### config.mk
export PLATFORM = sky130hd
export DESIGN_NAME = alu_issue_flat
export DESIGN_NICKNAME = d
export VERILOG_FILES = /design/src/rtl/alu_issue_if.sv /design/src/rtl/alu_issue.sv /design/src/flat_wrapper.sv
export SDC_FILE = /design/constraint.sdc
export NUM_CORES = 1
export LEC_CHECK = 0
export ABC_AREA = 0
export ABC_CLOCK_PERIOD_IN_PS = 1680
export BUFFER_PORTS_ARGS = -buffer_cell sky130_fd_sc_hd__buf_2
export CAP_MARGIN = 30
export CORE_ASPECT_RATIO = 0.75
export CORE_UTILIZATION = 48
export DETAILED_ROUTE_END_ITERATION = 16
export HOLD_SLACK_MARGIN = 0.08
export PLACE_DENSITY_LB_ADDON = 0.12
export SETUP_SLACK_MARGIN = 0.3
export SLEW_MARGIN = 40
export SYNTH_ARGS = -nofsm -noshare
export SYNTH_HDL_FRONTEND = slang
export SYNTH_SLANG_ARGS = --single-unit
### constraint.sdc
create_clock -name clk -period 1.68 [get_ports clk]
set_input_delay 0.084 -clock clk [delete_from_list [all_inputs] [get_ports clk]]
set_output_delay 0.084 -clock clk [all_outputs]
set_load 0.01 [all_outputs]
### src/rtl/alu_issue_if.sv
// Issue-side handshake and ALU operand bus of alu_issue.
// master = the issue block itself, slave = its environment (fetch side plus ALU side).
interface alu_issue_if;
  logic        in_valid;
  logic        in_ready;
  logic [31:0] instr;
  logic [31:0] rs_data;
  logic [31:0] rt_data;
  logic        out_valid;
  logic        out_ready;
  logic [31:0] DataA;
  logic [31:0] DataB;
  logic [5:0]  ALUFun;
  logic        Sign;
  logic        illegal;

  modport master (
    input  in_valid, instr, rs_data, rt_data, out_ready,
    output in_ready, out_valid, DataA, DataB, ALUFun, Sign, illegal
  );

  modport slave (
    output in_valid, instr, rs_data, rt_data, out_ready,
    input  in_ready, out_valid, DataA, DataB, ALUFun, Sign, illegal
  );
endinterface

### src/rtl/alu_issue.sv
// alu_issue: decodes a MIPS instruction into ALU operands/function and queues it in a main+skid buffer.
// Latency: 1 cycle from accept to out_valid when empty; sustains 1 op/cycle.
// Backpressure: in_ready is a register (skid empty); no combinational path from out_ready.
// Optional: define VAR_SHIFT_EN to decode sllv/srlv/srav; otherwise they decode as illegal.
module alu_issue (
  input logic         clk,
  input logic         reset,
  alu_issue_if.master bus
);
  localparam logic [5:0] F_ADD = 6'b000001;
  localparam logic [5:0] F_SUB = 6'b000000;
  localparam logic [5:0] F_AND = 6'b011100;
  localparam logic [5:0] F_OR  = 6'b011101;
  localparam logic [5:0] F_XOR = 6'b011110;
  localparam logic [5:0] F_NOR = 6'b011111;
  localparam logic [5:0] F_SLL = 6'b100000;
  localparam logic [5:0] F_SRL = 6'b100001;
  localparam logic [5:0] F_SRA = 6'b100010;
  localparam logic [5:0] F_EQ  = 6'b110000;
  localparam logic [5:0] F_NE  = 6'b110010;
  localparam logic [5:0] F_LTZ = 6'b110100;
  localparam logic [5:0] F_GTZ = 6'b110110;
  localparam logic [5:0] F_LEZ = 6'b111000;
  localparam logic [5:0] F_LT  = 6'b111010;

  typedef struct packed {
    logic [31:0] a;
    logic [31:0] b;
    logic [5:0]  fun;
    logic        sign;
    logic        ill;
  } entry_t;

  typedef enum logic [1:0] {S_EMPTY, S_ONE, S_TWO} occ_t;

  function automatic entry_t mk(logic [5:0] f_in, logic [31:0] a_in, logic [31:0] b_in,
                                logic s_in);
    mk = '{a: a_in, b: b_in, fun: f_in, sign: s_in, ill: 1'b0};
  endfunction

  // ---------------------------------------------------------------- decode
  logic [5:0]  op;
  logic [5:0]  funct;
  logic [4:0]  rt_f;
  logic [31:0] shamt_z;
  logic [31:0] imm_s;
  logic [31:0] imm_z;
  logic [31:0] rs;
  logic [31:0] rt;
  logic        unused_fields;
  entry_t      dec;

  assign op            = bus.instr[31:26];
  assign funct         = bus.instr[5:0];
  assign rt_f          = bus.instr[20:16];
  assign shamt_z       = {27'd0, bus.instr[10:6]};
  assign imm_s         = {{16{bus.instr[15]}}, bus.instr[15:0]};
  assign imm_z         = {16'd0, bus.instr[15:0]};
  assign rs            = bus.rs_data;
  assign rt            = bus.rt_data;
  // Register-number fields are resolved upstream; only their values arrive here.
  assign unused_fields = ^{bus.instr[25:21], bus.instr[15:11]};

  always_comb begin
    dec = '{a: 32'd0, b: 32'd0, fun: F_ADD, sign: 1'b0, ill: 1'b1};
    case (op)
      6'b000000: begin
        case (funct)
          6'b100000: dec = mk(F_ADD, rs, rt, 1'b1);
          6'b100001: dec = mk(F_ADD, rs, rt, 1'b0);
          6'b100010: dec = mk(F_SUB, rs, rt, 1'b1);
          6'b100011: dec = mk(F_SUB, rs, rt, 1'b0);
          6'b100100: dec = mk(F_AND, rs, rt, 1'b0);
          6'b100101: dec = mk(F_OR,  rs, rt, 1'b0);
          6'b100110: dec = mk(F_XOR, rs, rt, 1'b0);
          6'b100111: dec = mk(F_NOR, rs, rt, 1'b0);
          6'b101010: dec = mk(F_LT,  rs, rt, 1'b1);
          6'b101011: dec = mk(F_LT,  rs, rt, 1'b0);
          6'b000000: dec = mk(F_SLL, shamt_z, rt, 1'b0);
          6'b000010: dec = mk(F_SRL, shamt_z, rt, 1'b0);
          6'b000011: dec = mk(F_SRA, shamt_z, rt, 1'b0);
`ifdef VAR_SHIFT_EN
          6'b000100: dec = mk(F_SLL, rs, rt, 1'b0);
          6'b000110: dec = mk(F_SRL, rs, rt, 1'b0);
          6'b000111: dec = mk(F_SRA, rs, rt, 1'b0);
`endif
          default: ;
        endcase
      end
      // Only bltz (rt field 0) of the REGIMM group is handled.
      6'b000001: if (rt_f == 5'd0) dec = mk(F_LTZ, rs, 32'd0, 1'b1);
      6'b000100: dec = mk(F_EQ,  rs, rt, 1'b1);
      6'b000101: dec = mk(F_NE,  rs, rt, 1'b1);
      6'b000110: dec = mk(F_LEZ, rs, 32'd0, 1'b1);
      6'b000111: dec = mk(F_GTZ, rs, 32'd0, 1'b1);
      6'b001000: dec = mk(F_ADD, rs, imm_s, 1'b1);
      6'b001001: dec = mk(F_ADD, rs, imm_s, 1'b0);
      6'b001010: dec = mk(F_LT,  rs, imm_s, 1'b1);
      6'b001011: dec = mk(F_LT,  rs, imm_s, 1'b0);
      6'b001100: dec = mk(F_AND, rs, imm_z, 1'b0);
      6'b001101: dec = mk(F_OR,  rs, imm_z, 1'b0);
      6'b001110: dec = mk(F_XOR, rs, imm_z, 1'b0);
      // lui is an imm << 16 through the shifter.
      6'b001111: dec = mk(F_SLL, 32'd16, imm_z, 1'b0);
      default: ;
    endcase
  end

  // ---------------------------------------------------------------- elastic buffer
  occ_t   state;
  occ_t   state_nxt;
  entry_t main_q;
  entry_t skid_q;
  logic   rdy_q;
  logic   accept;
  logic   drain;
  logic   load_main;
  logic   load_skid;
  logic   move_skid;

  assign accept = bus.in_valid & rdy_q;
  assign drain  = (state != S_EMPTY) & bus.out_ready;

  always_comb begin
    state_nxt = state;
    load_main = 1'b0;
    load_skid = 1'b0;
    move_skid = 1'b0;
    case (state)
      S_EMPTY: begin
        if (accept) begin
          load_main = 1'b1;
          state_nxt = S_ONE;
        end
      end
      S_ONE: begin
        if (accept && drain) begin
          load_main = 1'b1;
        end else if (accept) begin
          load_skid = 1'b1;
          state_nxt = S_TWO;
        end else if (drain) begin
          state_nxt = S_EMPTY;
        end
      end
      S_TWO: begin
        // rdy_q is low here, so no new entry can arrive alongside the move.
        if (drain) begin
          move_skid = 1'b1;
          state_nxt = S_ONE;
        end
      end
      default: state_nxt = S_EMPTY;
    endcase
  end

  always_ff @(posedge clk or negedge reset) begin
    if (!reset) begin
      state <= S_EMPTY;
      rdy_q <= 1'b0;
    end else begin
      state <= state_nxt;
      rdy_q <= (state_nxt != S_TWO);
    end
  end

  always_ff @(posedge clk or negedge reset) begin
    if (!reset) begin
      main_q <= '0;
      skid_q <= '0;
    end else begin
      if (load_main) begin
        main_q <= dec;
      end else if (move_skid) begin
        main_q <= skid_q;
      end
      if (load_skid) begin
        skid_q <= dec;
      end
    end
  end

  assign bus.in_ready  = rdy_q;
  assign bus.out_valid = (state != S_EMPTY);
  assign bus.DataA     = main_q.a;
  assign bus.DataB     = main_q.b;
  assign bus.ALUFun    = main_q.fun;
  assign bus.Sign      = main_q.sign;
  assign bus.illegal   = main_q.ill;

endmodule

### src/flat_wrapper.sv
// flat-port wrapper written by rule: the top's interface ports become plain ports
module alu_issue_flat 
  (clk, reset, bus_in_valid, bus_instr, bus_rs_data, bus_rt_data, bus_out_ready, bus_in_ready, bus_out_valid, bus_DataA, bus_DataB, bus_ALUFun, bus_Sign, bus_illegal);
  alu_issue_if bus_i ();
  input logic clk;
  input logic reset;
  input wire logic [$bits(bus_i.in_valid)-1:0] bus_in_valid;
  input wire logic [$bits(bus_i.instr)-1:0] bus_instr;
  input wire logic [$bits(bus_i.rs_data)-1:0] bus_rs_data;
  input wire logic [$bits(bus_i.rt_data)-1:0] bus_rt_data;
  input wire logic [$bits(bus_i.out_ready)-1:0] bus_out_ready;
  output wire logic [$bits(bus_i.in_ready)-1:0] bus_in_ready;
  output wire logic [$bits(bus_i.out_valid)-1:0] bus_out_valid;
  output wire logic [$bits(bus_i.DataA)-1:0] bus_DataA;
  output wire logic [$bits(bus_i.DataB)-1:0] bus_DataB;
  output wire logic [$bits(bus_i.ALUFun)-1:0] bus_ALUFun;
  output wire logic [$bits(bus_i.Sign)-1:0] bus_Sign;
  output wire logic [$bits(bus_i.illegal)-1:0] bus_illegal;
  assign bus_i.in_valid = bus_in_valid;
  assign bus_i.instr = bus_instr;
  assign bus_i.rs_data = bus_rs_data;
  assign bus_i.rt_data = bus_rt_data;
  assign bus_i.out_ready = bus_out_ready;
  assign bus_in_ready = bus_i.in_ready;
  assign bus_out_valid = bus_i.out_valid;
  assign bus_DataA = bus_i.DataA;
  assign bus_DataB = bus_i.DataB;
  assign bus_ALUFun = bus_i.ALUFun;
  assign bus_Sign = bus_i.Sign;
  assign bus_illegal = bus_i.illegal;
  alu_issue u_core (.clk(clk), .reset(reset), .bus(bus_i));
endmodule
==> impl_summary.txt <==
----------------------------------------------------
[Final layout]
  Area added between synthesis and finish ... 60.8%
  Register area ... 3680 um2
  Final instance area ... 10700 um2
  Fillers ... 799
  Multi-input combinational cell area ... 3210 um2
  Net count, final ... 1024
  Final instance count without filler cells ... 1108
  Count of inserted antenna diode cells ... 0
  Post-layout util ... 0.804
  Fraction of final layout cells with drive strength greater than 1 ... 0.426

[Logic synthesis]
  Sequential share of the synthesized area ... 0.555
  Number of distinct standard cells referenced by the synthesized netlist ... 50
  Synth Flop Type ... sky130_fd_sc_hd__dfrtp_1
  Post-Syn Instances ... 619
  Number of synthesis warnings ... 0
  Largest family of logic cells by synthesized area ... compound AO/OA/AOI/OAI gates
  Mean cell area of the mapped netlist ... 10.7 um2
  FF+latch count, synth ... 147
  Multiplexer share of the synthesized area ... 0.00151
  Synthesized netlist net count ... 719
  Number of flops mapped to enable cells by yosys ... 0
  Complex-gate fraction of the synthesized area ... 0.275
  Share of flip-flops with an asynchronous set or reset after synthesis ... 1.00
  Netlist area before placement ... 6620 um2
  Adder-cell share of the synthesized area ... 0.00151
  Basic-gate share of the synthesized area counting and, or, nand and nor cells ... 0.121
  Post-synthesis share of cell area spent on xor and xnor gates ... 0.00264

[STA]
  Worst-case headroom to the max-slew limit ... 0.567
  Post-layout min period ... 1.64 ns
  Worst-margin pin slew ... 0.650 ns
  Final Cycle Share ... 0.976
  Hold violation total from the final report ... 0
  # setup viols final ... 0
  Worst clock skew on the final layout ... 0.00985 ns
  Crit path setup slack, layout ... 0.0407 ns
  Unrepaired setup endpoints after global routing ... yes
  Final number of max-transition violations ... 0
  Achievable frequency ... 610 MHz

[Die]
  Die span in y ... 104 um
  Core Area ... 13200 um2
  Die Area ... 14300 um2
  Floorplan die width ... 138 um
  Top-level I/O count ... 174
  Initial Utilization ... 0.500
  Site Rows ... 36

[CTS]
  Number of buffers created by CTS ... 17
  Clock latency of the later-clocked register in the worst-skew pair ... 0.43 ns
  Clock sink count ... 147
  Cell at the root of the clock tree ... sky130_fd_sc_hd__clkbuf_16
  CTS clock-pin slew for the worst setup and hold paths ... 0.06 ns
  CTS Buffer Depth ... 2
  H-tree depth ... 4
  CTS tree ... done

[Worst setup path]
  Ordered list of cells on the worst path ... buf_6, nand2b_4, nor2_4, buf_4, buf_12, nand2_1, a21oi_1, a221o_1
  Cell type of the slowest stage on the worst timing path ... sky130_fd_sc_hd__dfrtp_2
  Worst reg2reg setup slack ... 0.04 ns
  Depth of the worst register-to-register path ... 8
  Data arrival time of the critical path ... 2.00 ns
  Critical path required time ... 2.04 ns
  Nature of the critical path endpoint ... flop
  Critical path class ... flop to flop
  Maximum cell stage delay along the critical path ... 0.44 ns
  Startpoint class of the critical path ... flop
  Worst-path maximum fanout ... 7
  Crit path from ... u_core.state[1]$_DFF_PN0_
  Worst reg2reg startpoint ... u_core.state[1]$_DFF_PN0_

[Power and ir drop]
  Logic pwr share ... 0.371
  Internal Dissipation ... 9.97 mW
  Clock share of power ... 0.257
  Leak Pwr ... 5.06 nW
  Total power per unit cell area ... 1410 nW/um2
  Net switching share of the total power ... 0.334
  Power spent charging and discharging nets ... 5.00 mW
  Highest ir drop seen on vdd ... 1020 uV
  Power Total ... 15.0 mW
  Share of power burned in registers ... 0.372

[Placement]
  Post-placement cell area ... 7970 um2
  Routability-driven placement congestion ratio ... 0.929
  Post-Place Cells ... 945
  Pre-CTS setup slack ... -0.0225 ns
  Buffers added on ports ... 168
  Total half-perimeter wirelength after legalization and detailed placement ... 12700 um

[Run status]
  Result of the run ... complete, no violations

[Global routing]
  First-pass GRT wire length ... 34300 um
  Tot GR Track Use ... 0.315
  Total grt overflow ... 0
  Vias in the first global route ... 6601
  Antenna violations before repair ... 0
  Largest net degree at the start of global routing ... 70

[Detailed routing]
  Post-DR vias/cell ... 6.32
  Average wire per cell in the routed design ... 22.2 um
  Final routed DRC violation total ... 0
  Count of routing violations after the opening detailed-route iteration ... 626
  Pre-Repair DR Iteration Count ... 5
  Overall via count from detail_route ... 7000
  Routed wire length ... 24600 um
  Remaining number of nets flagged by the antenna check after routing ... 0

[Hold path]
  Hold depth ... 4
  Class of the tightest hold or removal check ... primary input to flop
  HP Start ... bus_instr[1]

[Flow run]
  Max-cap violations ... 0

----------------------------------------------------
cells by family after synthesis:
| logic type | Yosys count |
|---|---|
| compound gates | 254 |
| simple gates | 153 |
| flops | 147 |
| buf+inv | 61 |
| xor+xnor | 2 |
| mux | 1 |
| fa+ha+maj | 1 |
cell type report:
class / instances / area share
tap: 171 / 0.0201
sequential: 147 / 0.346
timing repair buffer: 339 / 0.275
inverter: 4 / 0.00141
clock inverter: 10 / 0.0115
multi-input combinational: 415 / 0.302
clock buffer: 22 / 0.0445
critical path: cells and delay by family, from the launching register on:
kind | cells | cell delay (ns)
buffers and inverters | 3 | 0.40
and+or+nand+nor | 3 | 0.39
AOI/OAI and AO/OA | 2 | 0.32
DFF | 1 | 0.44
metal layers:
layer / GRT usage / vias to the layer above / wire length (um)
met5: 0 / - / 0
met4: 0.120 / 0 / 590
met3: 0.0592 / 59 / 2380
met2: 0.473 / 442 / 11300
met1: 0.449 / 3499 / 10300
li1: - / 3000 / -
state kept, by name (all words and copies together) (netlist names):
| name | cells |
|---|---|
| u_core.state | 2 |
| u_core.bus.Sign | 1 |
| u_core.bus.ALUFun | 6 |
| u_core.bus.DataA | 32 |
| u_core.bus.in_ready | 1 |
| u_core.bus.DataB | 32 |
| u_core.skid_q | 72 |
| u_core.bus.illegal | 1 |
metrics by stage:
stage | TNS [ns] | hold WS [ns]
6_report | 0 | 0.111
5_1_grt | 0 | 0.163
4_1_cts | 0 | 0.101
3_5_place_dp | -0.0248 | 0.138
3_3_place_gp | 0 | 0.135
2_1_floorplan | 0 | -0.212
cells in the mapped netlist, types with 2 or more instances:
library cell | instances | area, um2
sky130_fd_sc_hd__nor4b_1 | 3 | 26.3
sky130_fd_sc_hd__a31oi_1 | 21 | 131
sky130_fd_sc_hd__a21oi_1 | 14 | 70.1
sky130_fd_sc_hd__a21o_1 | 6 | 45.0
sky130_fd_sc_hd__nor2_1 | 18 | 67.6
sky130_fd_sc_hd__nor2b_1 | 7 | 43.8
sky130_fd_sc_hd__o21ai_1 | 13 | 65.1
sky130_fd_sc_hd__nand2_1 | 58 | 218
sky130_fd_sc_hd__a21oi_4 | 2 | 32.5
sky130_fd_sc_hd__o21ai_0 | 64 | 320
sky130_fd_sc_hd__o21bai_1 | 2 | 15.0
sky130_fd_sc_hd__xnor2_1 | 2 | 17.5
sky130_fd_sc_hd__a221o_1 | 31 | 310
sky130_fd_sc_hd__or2_2 | 3 | 18.8
sky130_fd_sc_hd__and4b_1 | 2 | 20.0
sky130_fd_sc_hd__a32oi_1 | 17 | 149
sky130_fd_sc_hd__nand3_1 | 5 | 25.0
sky130_fd_sc_hd__a22oi_1 | 40 | 300
sky130_fd_sc_hd__nor3_1 | 6 | 30.0
sky130_fd_sc_hd__buf_2 | 9 | 45.0
sky130_fd_sc_hd__inv_1 | 4 | 15.0
sky130_fd_sc_hd__a22o_1 | 34 | 298
sky130_fd_sc_hd__and3_1 | 32 | 200
sky130_fd_sc_hd__clkbuf_1 | 42 | 158
sky130_fd_sc_hd__o211a_1 | 2 | 20.0
sky130_fd_sc_hd__buf_6 | 6 | 67.6
sky130_fd_sc_hd__nor4_1 | 3 | 18.8
sky130_fd_sc_hd__nand2b_1 | 5 | 31.3
sky130_fd_sc_hd__dfrtp_1 | 147 | 3680
what timing repair did:
| item | 4_1_cts | 5_1_grt |
|---|---|---|
| endpoints found under the hold margin | 197 | 0 |
| hold buffers | 79 | 0 |
| pin swaps | 10 | 37 |
| gates resized for setup | 54 | 116 |
| cloned | 10 | 13 |
| setup buffers | 19 | 10 |
| endpoints found under the setup margin | 139 | 147 |
power by group through the flow:
stage | sequential, mW | combinational (mW) | clock, mW
final | 5.57 | 5.55 | 3.85
after detailed placement | 5.43 | 3.75 | 0
after CTS | 5.40 | 4.51 | 3.85
after global placement | 5.36 | 3.65 | 0
after global routing | 5.68 | 5.89 | 4.03
after floorplan | 5.56 | 2.19 | 0
layout by cell type, fill, tap and decap left out, types with 15 or more instances in the layout:
master,count
sky130_fd_sc_hd__dfrtp_1,145
sky130_fd_sc_hd__dlygate4sd3_1,79
sky130_fd_sc_hd__and3_1,19
sky130_fd_sc_hd__nand2_1,18
sky130_fd_sc_hd__a22oi_1,36
sky130_fd_sc_hd__o21ai_1,46
sky130_fd_sc_hd__o21ai_2,25
sky130_fd_sc_hd__nor2_1,15
sky130_fd_sc_hd__clkbuf_16,28
sky130_fd_sc_hd__buf_12,16
sky130_fd_sc_hd__buf_2,166
sky130_fd_sc_hd__buf_4,45
sky130_fd_sc_hd__a22o_1,34
sky130_fd_sc_hd__a32oi_1,17
sky130_fd_sc_hd__nand2_4,25
sky130_fd_sc_hd__a221o_1,31
sky130_fd_sc_hd__a31oi_1,21
worst paths after layout:
| kind | end |
|---|---|
| min in group asynchronous | u_core.bus.DataB[11]$_DFFE_PN0P_ |
| worst min-delay path | u_core.bus.DataB[1]$_DFFE_PN0P_ |
| max in group asynchronous | u_core.state[1]$_DFF_PN0_ |
| worst max-delay path | u_core.bus.DataA[2]$_DFFE_PN0P_ |
| worst min register to register | u_core.skid_q[9]$_DFFE_PN0P_ |
| worst max register to register | u_core.bus.DataA[2]$_DFFE_PN0P_ |
Note: power is estimated with default switching activity, not from simulation.
